[src/rtl/avg_controller.sv]
// avg_controller: Moore FSM that sequences the 4-sample averager datapath and sample counter.
// Define AVG_CTRL_OVERRUN_EN to abort a sample to EIDLE when overrun is seen in STORE.
module avg_controller #(
  parameter int ADDR_W   = 4,
  parameter int SMPL_REG = 5,
  parameter int ACC_REG  = 0
) (
  input  logic              clk,
  input  logic              n_rst,
  input  logic              dr,
  input  logic              overrun,
  input  logic              one_k_samples,
  output logic              cnt_up,
  output logic              clear,
  output logic              modwait,
  output logic [2:0]        op,
  output logic [ADDR_W-1:0] src1,
  output logic [ADDR_W-1:0] src2,
  output logic [ADDR_W-1:0] dest,
  output logic              err,
  output logic [3:0]        dbg_state
);

  // Handshake: dr is a level; a sample is accepted only on its rising edge in IDLE/EIDLE, and the
  // source must keep dr high through STORE and must not raise dr while modwait is high.

  localparam logic [3:0] IDLE  = 4'd0;
  localparam logic [3:0] STORE = 4'd1;
  localparam logic [3:0] SORT1 = 4'd2;
  localparam logic [3:0] SORT2 = 4'd3;
  localparam logic [3:0] SORT3 = 4'd4;
  localparam logic [3:0] SORT4 = 4'd5;
  localparam logic [3:0] ADD1  = 4'd6;
  localparam logic [3:0] ADD2  = 4'd7;
  localparam logic [3:0] ADD3  = 4'd8;
  localparam logic [3:0] CLR   = 4'd9;
  localparam logic [3:0] EIDLE = 4'd10;

  // The ALU also decodes SUB (5); this sequence never issues it.
  localparam logic [2:0] OP_NOP  = 3'd0;
  localparam logic [2:0] OP_COPY = 3'd1;
  localparam logic [2:0] OP_LOAD = 3'd2;
  localparam logic [2:0] OP_ADD  = 3'd4;

  localparam logic [ADDR_W-1:0] R1   = ADDR_W'(1);
  localparam logic [ADDR_W-1:0] R2   = ADDR_W'(2);
  localparam logic [ADDR_W-1:0] R3   = ADDR_W'(3);
  localparam logic [ADDR_W-1:0] R4   = ADDR_W'(4);
  localparam logic [ADDR_W-1:0] RSMP = ADDR_W'(SMPL_REG);
  localparam logic [ADDR_W-1:0] RACC = ADDR_W'(ACC_REG);

  logic [3:0] state_q, state_d;
  logic       dr_q;
  logic       modwait_q, modwait_d;
  logic       start;
  logic       store_abort;

  assign start = dr & ~dr_q;

`ifdef AVG_CTRL_OVERRUN_EN
  assign store_abort = overrun | ~dr;
`else
  logic unused_overrun;
  assign unused_overrun = overrun;
  assign store_abort    = ~dr;
`endif

  always_comb begin
    state_d = state_q;
    op      = OP_NOP;
    src1    = '0;
    src2    = '0;
    dest    = '0;
    cnt_up  = 1'b0;
    clear   = 1'b0;
    err     = 1'b0;
    case (state_q)
      IDLE:  if (start) state_d = STORE;
      STORE: begin
        op      = OP_LOAD;
        dest    = RSMP;
        state_d = store_abort ? EIDLE : SORT1;
      end
      SORT1: begin
        op = OP_COPY; src1 = R3; dest = R4; cnt_up = 1'b1;
        state_d = SORT2;
      end
      SORT2: begin
        op = OP_COPY; src1 = R2; dest = R3;
        state_d = SORT3;
      end
      SORT3: begin
        op = OP_COPY; src1 = R1; dest = R2;
        state_d = SORT4;
      end
      SORT4: begin
        op = OP_COPY; src1 = RSMP; dest = R1;
        state_d = ADD1;
      end
      ADD1: begin
        op = OP_ADD; src1 = R1; src2 = R2; dest = RACC;
        state_d = ADD2;
      end
      ADD2: begin
        op = OP_ADD; src1 = RACC; src2 = R3; dest = RACC;
        state_d = ADD3;
      end
      ADD3: begin
        op = OP_ADD; src1 = RACC; src2 = R4; dest = RACC;
        state_d = one_k_samples ? CLR : IDLE;
      end
      CLR: begin
        clear   = 1'b1;
        state_d = IDLE;
      end
      EIDLE: begin
        err = 1'b1;
        if (start) state_d = STORE;
      end
      default: state_d = IDLE;
    endcase
  end

  assign modwait_d = (state_d != IDLE) && (state_d != EIDLE);

  always_ff @(posedge clk or negedge n_rst) begin
    if (!n_rst) begin
      state_q   <= IDLE;
      dr_q      <= 1'b0;
      modwait_q <= 1'b0;
    end else begin
      state_q   <= state_d;
      dr_q      <= dr;
      modwait_q <= modwait_d;
    end
  end

  assign modwait   = modwait_q;
  assign dbg_state = state_q;

endmodule
[config.mk]
export PLATFORM = sky130hd
export DESIGN_NAME = avg_controller
export DESIGN_NICKNAME = d
export VERILOG_FILES = /design/src/rtl/avg_controller.sv
export SDC_FILE = /design/constraint.sdc
export NUM_CORES = 1
export LEC_CHECK = 0
export BUFFER_PORTS_ARGS = -buffer_cell sky130_fd_sc_hd__buf_2
export CELL_PAD_IN_SITES_DETAIL_PLACEMENT = 1
export CELL_PAD_IN_SITES_GLOBAL_PLACEMENT = 2
export CORE_AREA = 2 2 61 45
export DETAILED_ROUTE_END_ITERATION = 10
export DIE_AREA = 0 0 63 47
export PLACE_DENSITY = 0.84
export SKIP_CTS_REPAIR_TIMING = 1
export SYNTH_ARGS = -nofsm -noshare
export SYNTH_HDL_FRONTEND = slang
export SYNTH_SLANG_ARGS = --single-unit
[constraint.sdc]
create_clock -name clk -period 1.4 [get_ports clk]
set_input_delay 0.28 -clock clk [delete_from_list [all_inputs] [get_ports clk]]
set_output_delay 0.28 -clock clk [all_outputs]
set_load 0.02 [all_outputs]
==> results of run 1 <==
==> cell type report <==
class	instances	area [sq um]	share of cell area, %
multi-input cells	48	459	43.1
flip-flops and latches	6	155	14.6
clock buffers	3	22.5	2.11
well taps	34	42.5	3.99
repair buffers	45	387	36.3
==> cell usage after synthesis (all sizes together) <==
master | number | area (sq um)
a211oi | 2 | 15.0
a21oi | 5 | 25.0
a22o | 1 | 8.76
and2b | 1 | 7.51
buf | 10 | 72.6
conb | 1 | 3.75
dfrtp | 6 | 150
nand2 | 4 | 15.0
nand2b | 6 | 37.5
nand3b | 2 | 15.0
nor2 | 6 | 22.5
nor2b | 1 | 6.26
nor3 | 3 | 15.0
nor3b | 3 | 22.5
nor4 | 2 | 12.5
o21a | 2 | 15.0
o21ai | 1 | 5.00
o22ai | 1 | 6.26
o31ai | 1 | 7.51
o32a | 1 | 10.0
o41ai | 1 | 16.3
or2 | 2 | 12.5
==> through the flow <==
stage / setup slack (ns) / hold WS, ns / setup TNS, ns
6_report: -0.252 / 0.178 / -2.18
5_1_grt: -0.290 / 0.182 / -2.89
4_1_cts: -0.298 / -0.157 / -2.58
3_5_place_dp: -0.00807 / 0.122 / -0.00807
3_3_place_gp: 0.0125 / 0.115 / 0
2_1_floorplan: -0.0367 / -0.0156 / -0.109
==> cell usage in the layout (no fill, tap or decap), types with 2 or more instances in the layout <==
master | netlist | layout
nand3b_1 | 2 | 2
a21oi_4 | 0 | 2
nor3_4 | 0 | 3
nand2b_4 | 0 | 5
dfrtp_1 | 6 | 2
nor2_4 | 0 | 2
conb_1 | 1 | 3
or2_4 | 0 | 2
dfrtp_2 | 0 | 4
buf_4 | 4 | 20
nor2_1 | 6 | 3
buf_6 | 2 | 17
nand2_1 | 4 | 3
clkbuf_4 | 0 | 3
o21a_1 | 2 | 2
a21oi_2 | 0 | 2
buf_2 | 4 | 7
nor3b_4 | 0 | 2
==> worst min path at each step <==
stage	startpoint	endpoint	slack (ns)	cells past startpoint
finish	dr	dr_q$_DFF_PN0_	0.18	1
global route	dr	dr_q$_DFF_PN0_	0.18	1
CTS	n_rst	dr_q$_DFF_PN0_	-0.16	1
detailed placement	n_rst	modwait$_DFF_PN0_	0.12	1
global placement	n_rst	modwait$_DFF_PN0_	0.11	1
floorplan	n_rst	dbg_state[0]$_DFF_PN0_	-0.02	0
==> state kept, by name (all words and copies together), names as in the netlist <==
name,flops
dbg_state,4
modwait,1
dr_q,1
==> where the power goes <==
group	switching (uW)	total, uW	internal, uW
logic	1270	2560	1280
registers	105	362	256
clock network	76.8	175	98.0
total	1460	3090	1630
==> routing by layer <==
metal  track usage (%)  share of wire [%]  vias to the layer above
met4              8.89                3.1                        0
met2              20.4                 52                       20
met3              3.60                4.5                        5
met1              13.0                 41                      288
met5                 0                  0                        -
li1                  -                  -                      292
==> logic make-up after synthesis <==
logic type             count (synthesis)  share of synthesized area (%)
flip-flops                             6                           29.9
AO/OA/AOI/OAI                         15                           21.7
AND/OR/NAND/NOR                       30                           33.2
buffers and inverters                 10                           14.5
other                                  1                          0.747
==> results.cfg, run 1 <==
[synthesis]
yosys.cell_types.count = 25
synth-seq-cells = 6
netlist_area_sq_um = 502
synthCells = 62
yosysWarnings = 0
ys_seq_area_share_pct = 29.9
avgSynthCellArea_sq_um = 8.09

[timing]
min_period_over_period_pct = 118
final.setup_skew_ns = 0.00164
setup_ws_ns = -0.252
fin_crit_ns = 1.65
hold_viol_final = 0
final_max_slew_viol_count = 0
grt_setup_unrepaired = true
setup_viol = 14
max_freq_ghz = 0.605

[drt]
initialDrtViolationCount = 5
final_antenna_net_count = 0
wire_per_inst_um = 13.9
routed_via_density = 4.45
vias = 605
drcViolationCount = 0
wirelength_um = 1900
dr.pass1.iters = 2

[power_and_ir_drop]
p_total_uw = 3090
p_per_area_nw_per_um2 = 2900
p_leak_uw = 0.000459
vdd_drop_max_v = 0.000556

[worst_hold_path]
holdCritPathClass = input port to flop

[finish]
syn_to_final_growth_pct = 112
layout-drive-gt1-share_pct = 73.5
antenna_cells = 0
post-route-cell-area_sq_um = 1070
final_cell_count_no_fill = 136
final_nets = 109
n_fill_cell = 276
final_util_pct = 44.7

[global_route]
grt_pass1_vias = 549
grt_pass1_wl_um = 2550
grt-ovfl-total = 0
grt.total_usage_pct = 11.8
grt_max_degree = 12
antenna_found_initial = 0

[cts]
root_buffer = clkbuf_4
cts_buffer_depth = 2
cts_buffers = 3
cts_sinks = 6
clk_latency_ns = 0.25
clkTransAtPathRegs_ns = 0.05
cts_tree = built
htree_levels = 1

[placement]
portBuffers = 23
place_inst = 123
place_area_sq_um = 808
detailed_place_hpwl_um = 1270
place.gp.congestion = 0.750

[floorplan]
die_width_um = 63
initial_core_util_pct = 21.0
die_h_um = 47
core-area_sq_um = 2380
die-area_sq_um = 2960
num_io_pins = 28
row_count = 15

[critical_path]
critical_path.top_delay_family = flip-flops
startpoint = dbg_state[1]$_DFF_PN0_
r2r_start = dbg_state[1]$_DFF_PN0_
critical_path_class = flop to primary output
r2r-end = modwait$_DFF_PN0_
critPathRequiredTime_ns = 1.12
crit_path_end_kind = primary output
cpPeakStageDelay_ns = 0.42
cp_cell_sequence = buf_6 -> nand2b_4 -> a211oi_4 -> buf_6
rrSetupSlack_ns = 0.04
critPathBufInv = 2
crit_top_cell = buf_6
crit_cells = 4
start_kind = flop
arrival_ns = 1.37
r2r_cells = 5
endpoint = dest[2]
cp_slowest_cell = dfrtp_2
worstPathMaxFanout = 4

[run]
cap_violations = 0

[outcome]
status = finished, violations left
violations = setup timing
(Power assumes the default switching activity.)
==> inputs of run 2 (changes only) <==
- SETUP_SLACK_MARGIN: default -> 0.15
==> run 2 against run 1 <==
Against the previous run: utilization up 0.052 points; the run still ends with setup timing left; fmax up 1.0%; via count up 0.17%; total power down 0.63%; final cell count down 1.5%.
==> results.cfg, run 2 (synthesis results as in run 1) <==
[critical_path]
critPathRequiredTime_ns = 1.12
critPathBufInv = 2
cp_cell_sequence = nand2b_4 -> buf_4 -> nor2_2 -> buf_6
rrSetupSlack_ns = -0.05
r2r_start = dbg_state[1]$_DFF_PN0_
crit_path_end_kind = primary output
critical_path.top_delay_family = flip-flops
worstPathMaxFanout = 10
arrival_ns = 1.35
r2r_cells = 5
cp_slowest_cell = dfrtp_2
cpPeakStageDelay_ns = 0.48
r2r-end = modwait$_DFF_PN0_
critical_path_class = flop to primary output
start_kind = flop

[timing]
grt_setup_unrepaired = true
min_period_over_period_pct = 117
holdWs_ns = 0.189
setup_ws_ns = -0.234
final.setup_skew_ns = 0.00647
setup_viol = 15
fin_crit_ns = 1.63
max_freq_ghz = 0.612
hold_viol_final = 0
final_max_slew_viol_count = 0

[finish]
final_cell_count_no_fill = 134
antenna_cells = 0
layout_commonest_cell = buf_4
largest_reg_flops = 4
syn_to_final_growth_pct = 113
final_nets = 106
layout_common_cells = buf_4 (17), buf_6 (13), buf_2 (10)
final_util_pct = 44.8
layout-drive-gt1-share_pct = 73.0

[global_route]
antenna_found_initial = 0
grt_pass1_vias = 554
grt_max_degree = 11
grt-ovfl-total = 0
grt_pass1_wl_um = 2400
grt.total_usage_pct = 11.1

[power_and_ir_drop]
sw_frac_of_total_pct = 47.5
vdd_drop_max_v = 0.000902
comb_power_share_pct = 80.9
seq_power_share_pct = 13.4
p_per_area_nw_per_um2 = 2880
p_sw_uw = 1460
p_leak_uw = 0.000449
clockPowerShare_pct = 5.6
p_int_uw = 1610

[cts]
clk_latency_ns = 0.25
cts_tree = built
htree_levels = 1
cts_buffer_depth = 2
cts_sinks = 6
root_buffer = clkbuf_4
cts_buffers = 3
clkTransAtPathRegs_ns = 0.04

[floorplan]
num_io_pins = 28
core-area_sq_um = 2380
die_width_um = 63
die_h_um = 47
initial_core_util_pct = 21.0
row_count = 15
die-area_sq_um = 2960

[placement]
detailed_place_hpwl_um = 1290
place.gp.congestion = 0.823
portBuffers = 23
place_inst = 125

[outcome]
violations = setup timing
status = finished, violations left

[drt]
routed_via_density = 4.52
wire_per_inst_um = 13.3
initialDrtViolationCount = 8
drcViolationCount = 0
dr.pass1.iters = 4
wirelength_um = 1790
final_antenna_net_count = 0
vias = 606

[worst_hold_path]
hold_end = dr_q$_DFF_PN0_
min_from = dr
hold_depth = 1
holdCritPathClass = input port to flop

[run]
cap_violations = 0
run 2: layout make-up:
| type | instances | area [sq um] |
|---|---|---|
| Sequential cell | 6 | 155 |
| Multi-Input combinational cell | 48 | 489 |
| Tap cell | 34 | 42.5 |
| Timing Repair Buffer | 42 | 354 |
| Fill cell | 290 | 1320 |
| Clock buffer | 4 | 26.3 |
run 2: metal layers:
metal | up-vias | GRT usage, % | share of wire [%]
li1 | 287 | - | -
met1 | 296 | 11.6 | 42
met2 | 21 | 20.9 | 50
met3 | 2 | 5.52 | 6.8
met4 | 0 | 2.67 | 0.95
met5 | - | 0 | 0
run 2: how the worst max path moves through the flow:
stage / from / to / cells after the start
global placement: dbg_state[2]$_DFF_PN0_ / op[2] / 4
global route: dbg_state[2]$_DFF_PN0_ / clear / 4
finish: dbg_state[2]$_DFF_PN0_ / clear / 4
floorplan: dbg_state[0]$_DFF_PN0_ / dest[2] / 3
detailed placement: dbg_state[2]$_DFF_PN0_ / op[2] / 4
CTS: dbg_state[2]$_DFF_PN0_ / op[2] / 4
run 2: metrics by stage:
step	power (uW)	TNS [ns]	setup slack (ns)	instance area (sq um)
4_1_cts	2580	-3.06	-0.262	887
5_1_grt	3260	-3.34	-0.289	1070
2_1_floorplan	1920	-0.0201	-0.0111	696
3_3_place_gp	2340	0	0.0253	861
6_report	3070	-2.35	-0.234	1070
3_5_place_dp	2410	0	0.00991	861
run 2: worst register-to-register path, delay by kind of cell (launching register included):
family	cells	cell delay (ns)
buf+inv	2	0.32
compound gates	2	0.41
simple gates	1	0.13
flops	1	0.48
run 2: power groups by stage:
stage	Combinational [uW]	Sequential, uW	Clock [uW]
detailed placement	2000	410	0
CTS	2000	408	181
floorplan	1530	388	0
finish	2490	413	173
global placement	1940	405	0
global route	2630	428	193
==> inputs of run 3 (changes only) <==
- clock period: 1.4 -> 1.68 ns (I/O delays scaled with it)
==> run 3 against run 2 <==
Against the previous run: clock skew shrank 0.0029 ns; sequential share of layout area up 2.3 points; final area down 14%; sequential power down 18%; the flow now finishes without violations; worst hold slack better by 0.052 ns; final cell count shrank 4.5%; flip-flop and latch count did not move; combinational power shrank 33%; via count fell by 6.6%; highest routed layer is now met3; setup slack gained 0.24 ns; total power is 30% lower.
==> results.cfg, run 3 (synthesis results as in run 1) <==
[floorplan]
die-area_sq_um = 2960
die_width_um = 63
core-area_sq_um = 2380
initial_core_util_pct = 21.0
num_io_pins = 28
row_count = 15
die_h_um = 47

[cts]
cts_tree = built
cts_buffers = 3
root_buffer = clkbuf_4
clkTransAtPathRegs_ns = 0.05
cts_sinks = 6
htree_levels = 1
clk_latency_ns = 0.24
cts_buffer_depth = 2

[power_and_ir_drop]
sw_frac_of_total_pct = 48.6
p_leak_uw = 0.000413
vdd_drop_max_v = 0.000430
p_total_uw = 2160
clockPowerShare_pct = 6.3
comb_power_share_pct = 78.1
p_sw_uw = 1050
seq_power_share_pct = 15.7
p_int_uw = 1110
p_per_area_nw_per_um2 = 2350

[drt]
wirelength_um = 1650
initialDrtViolationCount = 9
vias = 566
dr.pass1.iters = 3
wl_met3_um = 88
wire_per_inst_um = 12.9
drcViolationCount = 0
dr.max_layer_used = met3
route.met2.wl_um = 861
routed_via_density = 4.42
final_antenna_net_count = 0
wl_met1_um = 700

[timing]
holdWs_ns = 0.241
setup_ws_ns = 0.00597
setup_viol = 0
hold_viol_final = 0
min_period_over_period_pct = 99.6
fin_crit_ns = 1.67
final_max_slew_viol_count = 0
grt_setup_unrepaired = true
max_freq_ghz = 0.597
final.setup_skew_ns = 0.00358

[finish]
largest_reg_flops = 4
layout.area.seq_sq_um = 155
layout-drive-gt1-share_pct = 67.0
multi_input_comb_area_sq_um = 398
post-route-cell-area_sq_um = 920
layout_common_cells = buf_4 (13), buf_2 (11), buf_6 (11)
syn_to_final_growth_pct = 83.3
final_util_pct = 38.6
n_fill_cell = 284
layout_commonest_cell = buf_4
final_nets = 101
antenna_cells = 0

[placement]
detailed_place_hpwl_um = 1110
place.gp.congestion = 0.751
place_area_sq_um = 702
place_ws_ns = 0.118
portBuffers = 23

[global_route]
grt_pass1_vias = 487
grt-ovfl-total = 0
grt_pass1_wl_um = 2320
grt_max_degree = 10
antenna_found_initial = 0
grt.total_usage_pct = 10.7

[run]
cap_violations = 0

[critical_path]
start_kind = flop
arrival_ns = 1.34
critical_path_class = flop to primary output
worstPathMaxFanout = 8
crit_path_end_kind = primary output
critPathRequiredTime_ns = 1.34

[outcome]
status = finished, final reports clean

[worst_hold_path]
holdCritPathClass = input port to flop
-- run 3: cell types whose count changed in the layout (fill, tap and decap cells not counted), sizes merged --
| cell | before | now |
|---|---|---|
| buf | 41 | 36 |
| clkbuf | 4 | 3 |
-- run 3: layout make-up --
type / instances / area share (%)
sequential: 6 / 16.9
tap: 34 / 4.63
timing repair buffer: 37 / 32.8
multi-input combinational: 48 / 43.3
clock buffer: 3 / 2.45
-- run 3: final timing paths --
| kind | startpoint | end | slack [ns] | depth (start not counted) |
|---|---|---|---|---|
| min in group asynchronous | n_rst | modwait$_DFF_PN0_ | 0.44 | 2 |
| worst min-delay path | dr | dr_q$_DFF_PN0_ | 0.24 | 1 |
| worst max register to register | dbg_state[1]$_DFF_PN0_ | modwait$_DFF_PN0_ | 0.35 | 3 |
| max in group asynchronous | n_rst | dbg_state[1]$_DFF_PN0_ | 1.07 | 2 |
| worst max-delay path | dbg_state[0]$_DFF_PN0_ | op[2] | 0.006 | 4 |
| worst min register to register | dbg_state[1]$_DFF_PN0_ | dbg_state[2]$_DFF_PN0_ | 0.70 | 3 |
-- run 3: metrics by stage --
stage | cells | TNS, ns
final | 128 | 0
after global routing | 128 | -0.0951
after CTS | 121 | -0.355
after detailed placement | 118 | 0
after global placement | 118 | 0
after floorplan | 64 | 0
-- run 3: worst max-delay path, stage by stage, from the launching register on --
cell and delay, ns:
dfrtp_2 0.48, buf_4 0.17, nor3_4 0.19, or2_4 0.15, buf_6 0.11
-- run 3: layer usage --
| layer | track usage (%) | up-vias |
|---|---|---|
| met5 | 0 | - |
| met4 | 5.33 | 0 |
| met3 | 4.56 | 0 |
| met2 | 17.7 | 20 |
| met1 | 12.5 | 269 |
| li1 | - | 277 |
-- run 3: power groups by stage --
stage          combinational (uW)  clock [uW]  sequential (uW)
2_1_floorplan                 945           0              306
3_3_place_gp                 1260           0              294
3_5_place_dp                 1290           0              297
4_1_cts                      1290         138              296
5_1_grt                      1800         154              351
6_report                     1680         135              338
